### src/rtl/uart_receiver.sv
// Oversampling UART receiver with FWFT byte FIFO, CTS flow control and
// sticky line-error flags.
//
// Ports:
//   Clk          system clock
//   Reset        synchronous, active-high reset
//   UartTx       asynchronous serial line from host, idle high
//   UartCTS      clear-to-send to host (FIFO has room for two more bytes)
//   ReceiveByte  pop strobe for the FIFO head
//   ClearErrors  clears the sticky error flags
//   DnByte       FIFO head, valid while !DnEmpty
//   DnEmpty      FIFO empty
//   DnFull       FIFO full
//   FrameError   sticky: a stop bit was sampled low
//   ParityError  sticky: a stored byte had bad parity
//   Overrun      sticky: a good byte was dropped on a full FIFO
//   Busy         frame in progress
module uart_receiver #(
    parameter int ClkFrequency = 100000000,
    parameter int BaudRate     = 9600,
    parameter int DataBits     = 8,
    parameter int ParityBit    = 0,
    parameter int StopBits     = 2,
    parameter int FifoDepth    = 16
) (
    input  logic                Clk,
    input  logic                Reset,
    input  logic                UartTx,
    output logic                UartCTS,
    input  logic                ReceiveByte,
    input  logic                ClearErrors,
    output logic [DataBits-1:0] DnByte,
    output logic                DnEmpty,
    output logic                DnFull,
    output logic                FrameError,
    output logic                ParityError,
    output logic                Overrun,
    output logic                Busy
);

    localparam int Div   = ClkFrequency / (16 * BaudRate);
    localparam int TickW = $clog2(Div);
    localparam int BitW  = $clog2(DataBits);
    localparam int AddrW = $clog2(FifoDepth);

    localparam logic [AddrW:0] FullCount = (AddrW + 1)'(FifoDepth);
    localparam logic [AddrW:0] CtsLimit  = (AddrW + 1)'(FifoDepth - 2);

    typedef enum logic [2:0] {
        Idle,
        Start,
        Data,
        Parity,
        Stop
    } state_t;

    state_t              state;
    logic                syncFf;
    logic                rx;
    logic                rxPrev;
    logic [TickW-1:0]    tickCnt;
    logic [3:0]          sampleCnt;
    logic [BitW-1:0]     bitCnt;
    logic                stopCnt;
    logic [DataBits-1:0] shiftReg;
    logic                parityBad;

    logic tick;
    logic midpoint;
    logic startEdge;
    logic lastStop;
    logic pushReq;
    logic frameErr;

    logic [DataBits-1:0] mem [FifoDepth];
    logic [AddrW:0]      wrPtr;
    logic [AddrW:0]      rdPtr;
    logic [AddrW:0]      count;
    logic                pop;
    logic                push;
    logic                dropped;

    assign tick      = (tickCnt == TickW'(Div - 1));
    assign midpoint  = tick && (sampleCnt == 4'd7);
    assign startEdge = (state == Idle) && rxPrev && !rx;
    assign lastStop  = (stopCnt == 1'(StopBits - 1));
    assign pushReq   = midpoint && (state == Stop) && rx && lastStop;
    assign frameErr  = midpoint && (state == Stop) && !rx;

    // Two-flop synchroniser plus one more stage for edge detection.
    always_ff @(posedge Clk) begin
        if (Reset) begin
            syncFf <= 1'b1;
            rx     <= 1'b1;
            rxPrev <= 1'b1;
        end else begin
            syncFf <= UartTx;
            rx     <= syncFf;
            rxPrev <= rx;
        end
    end

    always_ff @(posedge Clk) begin
        if (Reset) begin
            state     <= Idle;
            tickCnt   <= '0;
            sampleCnt <= '0;
            bitCnt    <= '0;
            stopCnt   <= 1'b0;
            shiftReg  <= '0;
            parityBad <= 1'b0;
        end else begin
            tickCnt <= tick ? '0 : tickCnt + 1'b1;
            if (tick) begin
                sampleCnt <= sampleCnt + 4'd1;
            end
            unique case (state)
                Idle: begin
                    // Realign the oversampling grid to the start edge.
                    if (startEdge) begin
                        state     <= Start;
                        tickCnt   <= '0;
                        sampleCnt <= '0;
                    end
                end
                Start: begin
                    if (midpoint) begin
                        if (!rx) begin
                            state     <= Data;
                            bitCnt    <= '0;
                            parityBad <= 1'b0;
                        end else begin
                            state <= Idle;
                        end
                    end
                end
                Data: begin
                    if (midpoint) begin
                        shiftReg <= {rx, shiftReg[DataBits-1:1]};
                        bitCnt   <= bitCnt + 1'b1;
                        if (bitCnt == BitW'(DataBits - 1)) begin
                            bitCnt  <= '0;
                            stopCnt <= 1'b0;
                            state   <= (ParityBit != 0) ? Parity : Stop;
                        end
                    end
                end
                Parity: begin
                    // Odd: data plus parity must hold an odd count of ones.
                    if (midpoint) begin
                        parityBad <= (((^shiftReg) ^ rx) != (ParityBit == 1));
                        state     <= Stop;
                    end
                end
                Stop: begin
                    if (midpoint) begin
                        if (!rx || lastStop) begin
                            state <= Idle;
                        end else begin
                            stopCnt <= stopCnt + 1'b1;
                        end
                    end
                end
                default: state <= Idle;
            endcase
        end
    end

    assign count   = wrPtr - rdPtr;
    assign DnEmpty = (count == '0);
    assign DnFull  = (count == FullCount);
    assign UartCTS = (count <= CtsLimit);
    assign pop     = ReceiveByte && !DnEmpty;
    assign push    = pushReq && (!DnFull || pop);
    assign dropped = pushReq && DnFull && !pop;
    assign DnByte  = DnEmpty ? '0 : mem[rdPtr[AddrW-1:0]];
    assign Busy    = (state != Idle);

    always_ff @(posedge Clk) begin
        if (push) begin
            mem[wrPtr[AddrW-1:0]] <= shiftReg;
        end
    end

    always_ff @(posedge Clk) begin
        if (Reset) begin
            wrPtr <= '0;
            rdPtr <= '0;
        end else begin
            if (push) begin
                wrPtr <= wrPtr + 1'b1;
            end
            if (pop) begin
                rdPtr <= rdPtr + 1'b1;
            end
        end
    end

    // A new error event beats a simultaneous clear.
    always_ff @(posedge Clk) begin
        if (Reset) begin
            FrameError  <= 1'b0;
            ParityError <= 1'b0;
            Overrun     <= 1'b0;
        end else begin
            if (frameErr) begin
                FrameError <= 1'b1;
            end else if (ClearErrors) begin
                FrameError <= 1'b0;
            end
            if (pushReq && parityBad) begin
                ParityError <= 1'b1;
            end else if (ClearErrors) begin
                ParityError <= 1'b0;
            end
            if (dropped) begin
                Overrun <= 1'b1;
            end else if (ClearErrors) begin
                Overrun <= 1'b0;
            end
        end
    end

endmodule
### config.mk
export PLATFORM = sky130hd
export DESIGN_NAME = uart_receiver
export DESIGN_NICKNAME = d
export VERILOG_FILES = /design/src/rtl/uart_receiver.sv
export SDC_FILE = /design/constraint.sdc
export NUM_CORES = 1
export LEC_CHECK = 0
export ABC_CLOCK_PERIOD_IN_PS = 3700
export CAP_MARGIN = 10
export CORE_MARGIN = 4
export CORE_UTILIZATION = 61
export DETAILED_ROUTE_END_ITERATION = 10
export PLACE_DENSITY = 0.83
export SETUP_SLACK_MARGIN = 0.02
export SYNTH_ARGS = -nofsm -noshare
export SYNTH_HDL_FRONTEND = slang
export SYNTH_SLANG_ARGS = --single-unit
### constraint.sdc
create_clock -name Clk -period 3.7 [get_ports Clk]
set_clock_uncertainty 0.05 [all_clocks]
set_input_delay 0.37 -clock Clk [delete_from_list [all_inputs] [get_ports Clk]]
set_output_delay 0.37 -clock Clk [all_outputs]
set_load 0.005 [all_outputs]
==> results.sh <==
export IMPL_rrSetupSlack_ns=0.44
export IMPL_async_reset_ff_frac=0
export IMPL_p_clk_frac=0.364
export IMPL_crit_chain="inv_1, ha_1, inv_1, fa_1, nand3b_1, a211o_1, a22oi_1, buf_6, a211oi_1, clkdlybuf4s50_1"
export IMPL_hold_depth=1
export IMPL_max_slew_margin_rel=0.4850
export IMPL_p_int_mw=3.706
export IMPL_port_buffers=19
export IMPL_ys_seq_area_frac=0.6513
export IMPL_hp_class="register to register"
export IMPL_wl_met1_um=6040
export IMPL_avgSynthCellArea_sq_um=15.53
export IMPL_grt_overflow_total=0
export IMPL_timing_fmax_mhz=281.5
export IMPL_ys_warn_count=0
export IMPL_cts_hold_buf=0
export IMPL_cp_required_ns=3.28
export IMPL_syn_area_sq_um=7438
export IMPL_hold_start="syncFf"
export IMPL_clock_latency_ns=0.43
export IMPL_cp_startpoint="wrPtr[0]"
export IMPL_fin_crit_ns=3.553
export IMPL_cap_violations=0
export IMPL_antenna_found_initial=0
export IMPL_crit_slowest_cell="clkdlybuf4s50_1"
export IMPL_core_sq_um=11960
export IMPL_wirelength_um=14360
export IMPL_path_max_fanout=15
export IMPL_dr_pass1_iters=5
export IMPL_ant_nets=0
export IMPL_p_switching_mw=1.232
export IMPL_track_usage=0.2185
export IMPL_row_count=40
export IMPL_cts_root_buffer="clkbuf_16"
export IMPL_grt_max_degree=33
export IMPL_ir_worst_vdd_mv=0.2916
export IMPL_wl_per_cell_um=21.68
export IMPL_crit_top_cell="inv_1"
export IMPL_drc=0
export IMPL_power_frac_seq=0.438
export IMPL_p_per_area_nw_per_um2=586.7
export IMPL_wl_met3_um=592
export IMPL_diodes=0
export IMPL_dieArea_sq_um=14020
export IMPL_cts_tree="yes"
export IMPL_top_layer="met4"
export IMPL_power_mw=4.939
export IMPL_htree_levels=4
export IMPL_clkTransAtPathRegs_ns=0.07
export IMPL_first_global_vias=4233
export IMPL_finalCritPeriodShare=0.9602
export IMPL_drv_slew=0
export IMPL_setup_viol=0
export IMPL_cts_sinks=178
export IMPL_switching_share=0.2496
export IMPL_ff2ff_path_depth=5
export IMPL_ys_ff_latch=178
export IMPL_status="completed"
export IMPL_fp_dieH_um=118.4
export IMPL_critPathCaptureType="primary output"
export IMPL_r2r_start="tickCnt[3]"
export IMPL_start_util=0.6219
export IMPL_finalHoldViolCount=0
export IMPL_rsz0062_at_grt="yes"
export IMPL_area_delta_synth_final_pct=13.17
export IMPL_pwr_share_comb=0.197
export IMPL_ios=20
export IMPL_crit_path_start_kind="register"
export IMPL_final_setup_tns_ns=0
export IMPL_synthCells=479
export IMPL_slowest_delay_ns=0.48
export IMPL_hpwl_um=9156
export IMPL_fin_nets=522
export IMPL_place_congestion=0.7710
export IMPL_worst_slew_pin_slew_ns=0.7715
export IMPL_die_w_um=118.4
export IMPL_wl_met2_um=7532
export IMPL_synth_distinct_cells=48
export IMPL_via_per_inst=6.196
export IMPL_synth_edf_count=128
export IMPL_synth_flop_cell="edfxtp_1"
export IMPL_cts_inserted_buffers=17
export IMPL_drt_iter0_markers=338
export IMPL_hold_end="rx"
export IMPL_p_leak_nw=2.809
export IMPL_final_layout_size_suffix_gt1_frac=0.1883
export IMPL_synth_nets=499
export IMPL_r2r_end="mem[4][2]"
export IMPL_vias=4102
export IMPL_crit_arrival_ns=3.13
export IMPL_grt_pass1_wl_um=23170
export IMPL_crit_type="register to primary output"
export IMPL_cts_path_max_buffers=2
-- worst max-delay path: cells and delay by family, from the launching register on --
| kind | cells | cell delay, ns |
|---|---|---|
| adder cells (fa/ha/maj) | 2 | 0.68 |
| buffers and inverters | 4 | 0.87 |
| AO/OA/AOI/OAI | 3 | 0.57 |
| AND/OR/NAND/NOR | 1 | 0.18 |
| flip-flops | 1 | 0.38 |
-- cells in the mapped netlist, drive strengths merged, types with 2 or more instances --
library cell	instances	area share
nand4	4	0.0034
ha	14	0.024
nand2b	3	0.0025
a21oi	18	0.012
xor2	10	0.012
and3	7	0.0059
inv	12	0.0061
a21o	2	0.0020
nand3	10	0.0067
and4	4	0.0047
xnor2	10	0.012
nor3b	2	0.0020
nand2	8	0.0040
o21ai	6	0.0040
edfxtp	128	0.52
nand3b	6	0.0061
nand4b	2	0.0024
buf	6	0.0042
mux2i	12	0.016
or3	5	0.0049
mux4	39	0.12
a211oi	3	0.0030
and4b	8	0.011
dfxtp	50	0.13
a22oi	6	0.0061
nor2b	10	0.0084
nor3	7	0.0047
o31ai	5	0.0050
nor2	40	0.020
or2	5	0.0042
clkbuf	19	0.0096
or4	6	0.0066
-- stage by stage --
step / instances / hold slack, ns / setup slack (ns) / util / cell area, sq um
finish: 662 / 0.3628 / 0.1474 / 0.7038 / 8418
global route: 662 / 0.3952 / 0.0007021 / 0.7038 / 8418
CTS: 660 / 0.3634 / 0.04784 / 0.7015 / 8391
detailed placement: 628 / 0.3469 / 0.3307 / 0.6517 / 7795
global placement: 628 / 0.3510 / 0.4417 / 0.6517 / 7795
floorplan: 479 / 0.3395 / 0.5525 / - / 7438
-- cell families after synthesis --
family / count (synthesis) / synth area share
DFF: 178 / 0.6513
xor gates and xnor gates: 21 / 0.02658
and+or+nand+nor: 129 / 0.09975
AOI/OAI and AO/OA: 47 / 0.04054
adders and majority gates: 15 / 0.02624
buffers and inverters: 37 / 0.01985
muxes: 52 / 0.1357
-- state kept, by name, indices dropped and copies added, names as in the netlist, named ones only --
name	flops
rxPrev	1
rdPtr	5
ParityError	1
rx	1
bitCnt	3
Overrun	1
shiftReg	8
tickCnt	10
sampleCnt	4
syncFf	1
wrPtr	5
FrameError	1
lastStop	1
state	3
parityBad	1
mem	128
-- how the worst max path moves through the flow --
stage / endpoint / slack [ns] / depth (start not counted)
2_1_floorplan: mem[13][0] / 0.55 / 10
3_3_place_gp: mem[0][6] / 0.44 / 5
3_5_place_dp: mem[1][2] / 0.33 / 5
4_1_cts: DnByte[6] / 0.05 / 10
5_1_grt: DnByte[6] / 0.0007 / 10
6_report: DnByte[6] / 0.15 / 10
-- layout by cell type, fill, tap and decap left out, types with 3 or more instances in the layout --
master           Yosys  final
buf_4                0      8
nor2_1              40     39
or4_1                5      5
nor3_1               7      6
edfxtp_1           128    128
clkdlybuf4s50_1      0     19
nor2b_1             10     10
inv_6                0      8
xnor2_1             10     10
nand3_1             10     10
a22oi_1              6      6
and3_1               7      7
mux2i_1             12     12
nand2b_1             3      3
a211oi_1             3      3
and4_1               4      4
nand4_1              4      4
o21ai_0              6      6
ha_1                14     14
inv_1               12     12
mux4_2              39     39
o31ai_1              5      5
and4b_1              8      8
nand3b_1             6      6
or2_2                5      5
dfxtp_1             50     47
xor2_1              10      9
a21oi_1             18     18
or3_1                4      4
dfxtp_2              0      3
nand2_1              8      8
clkbuf_16            0     17
-- layer usage --
metal,up-vias,GRT usage
met5,-,0
li1,1907,-
met2,107,0.3648
met1,2068,0.2878
met4,0,0.06807
met3,20,0.05120
-- area by class of cell --
type	instances	area (sq um)
sequential	178	4848
clock buffer	17	425.4
clock inverter	15	166.4
multi-input combinational	264	2467
fill	745	3543
timing repair buffer	29	281.5
tap	147	183.9
inverter	12	45.04
-- timing repair --
action,in CTS,in global routing
setup buffers,0,2
gates cloned,0,0
pin swaps,0,0
gates resized for setup,1,4
endpoints found under the setup margin,1,14
-- power by group through the flow --
| stage | logic [mW] | clock network (mW) | registers (mW) |
|---|---|---|---|
| 2_1_floorplan | 0.578 | 0 | 2.18 |
| 3_3_place_gp | 0.911 | 0 | 2.21 |
| 3_5_place_dp | 0.929 | 0 | 2.21 |
| 4_1_cts | 0.945 | 1.82 | 2.17 |
| 5_1_grt | 1.06 | 1.91 | 2.17 |
| 6_report | 0.974 | 1.80 | 2.17 |
Power figures use the tool's default switching activity.
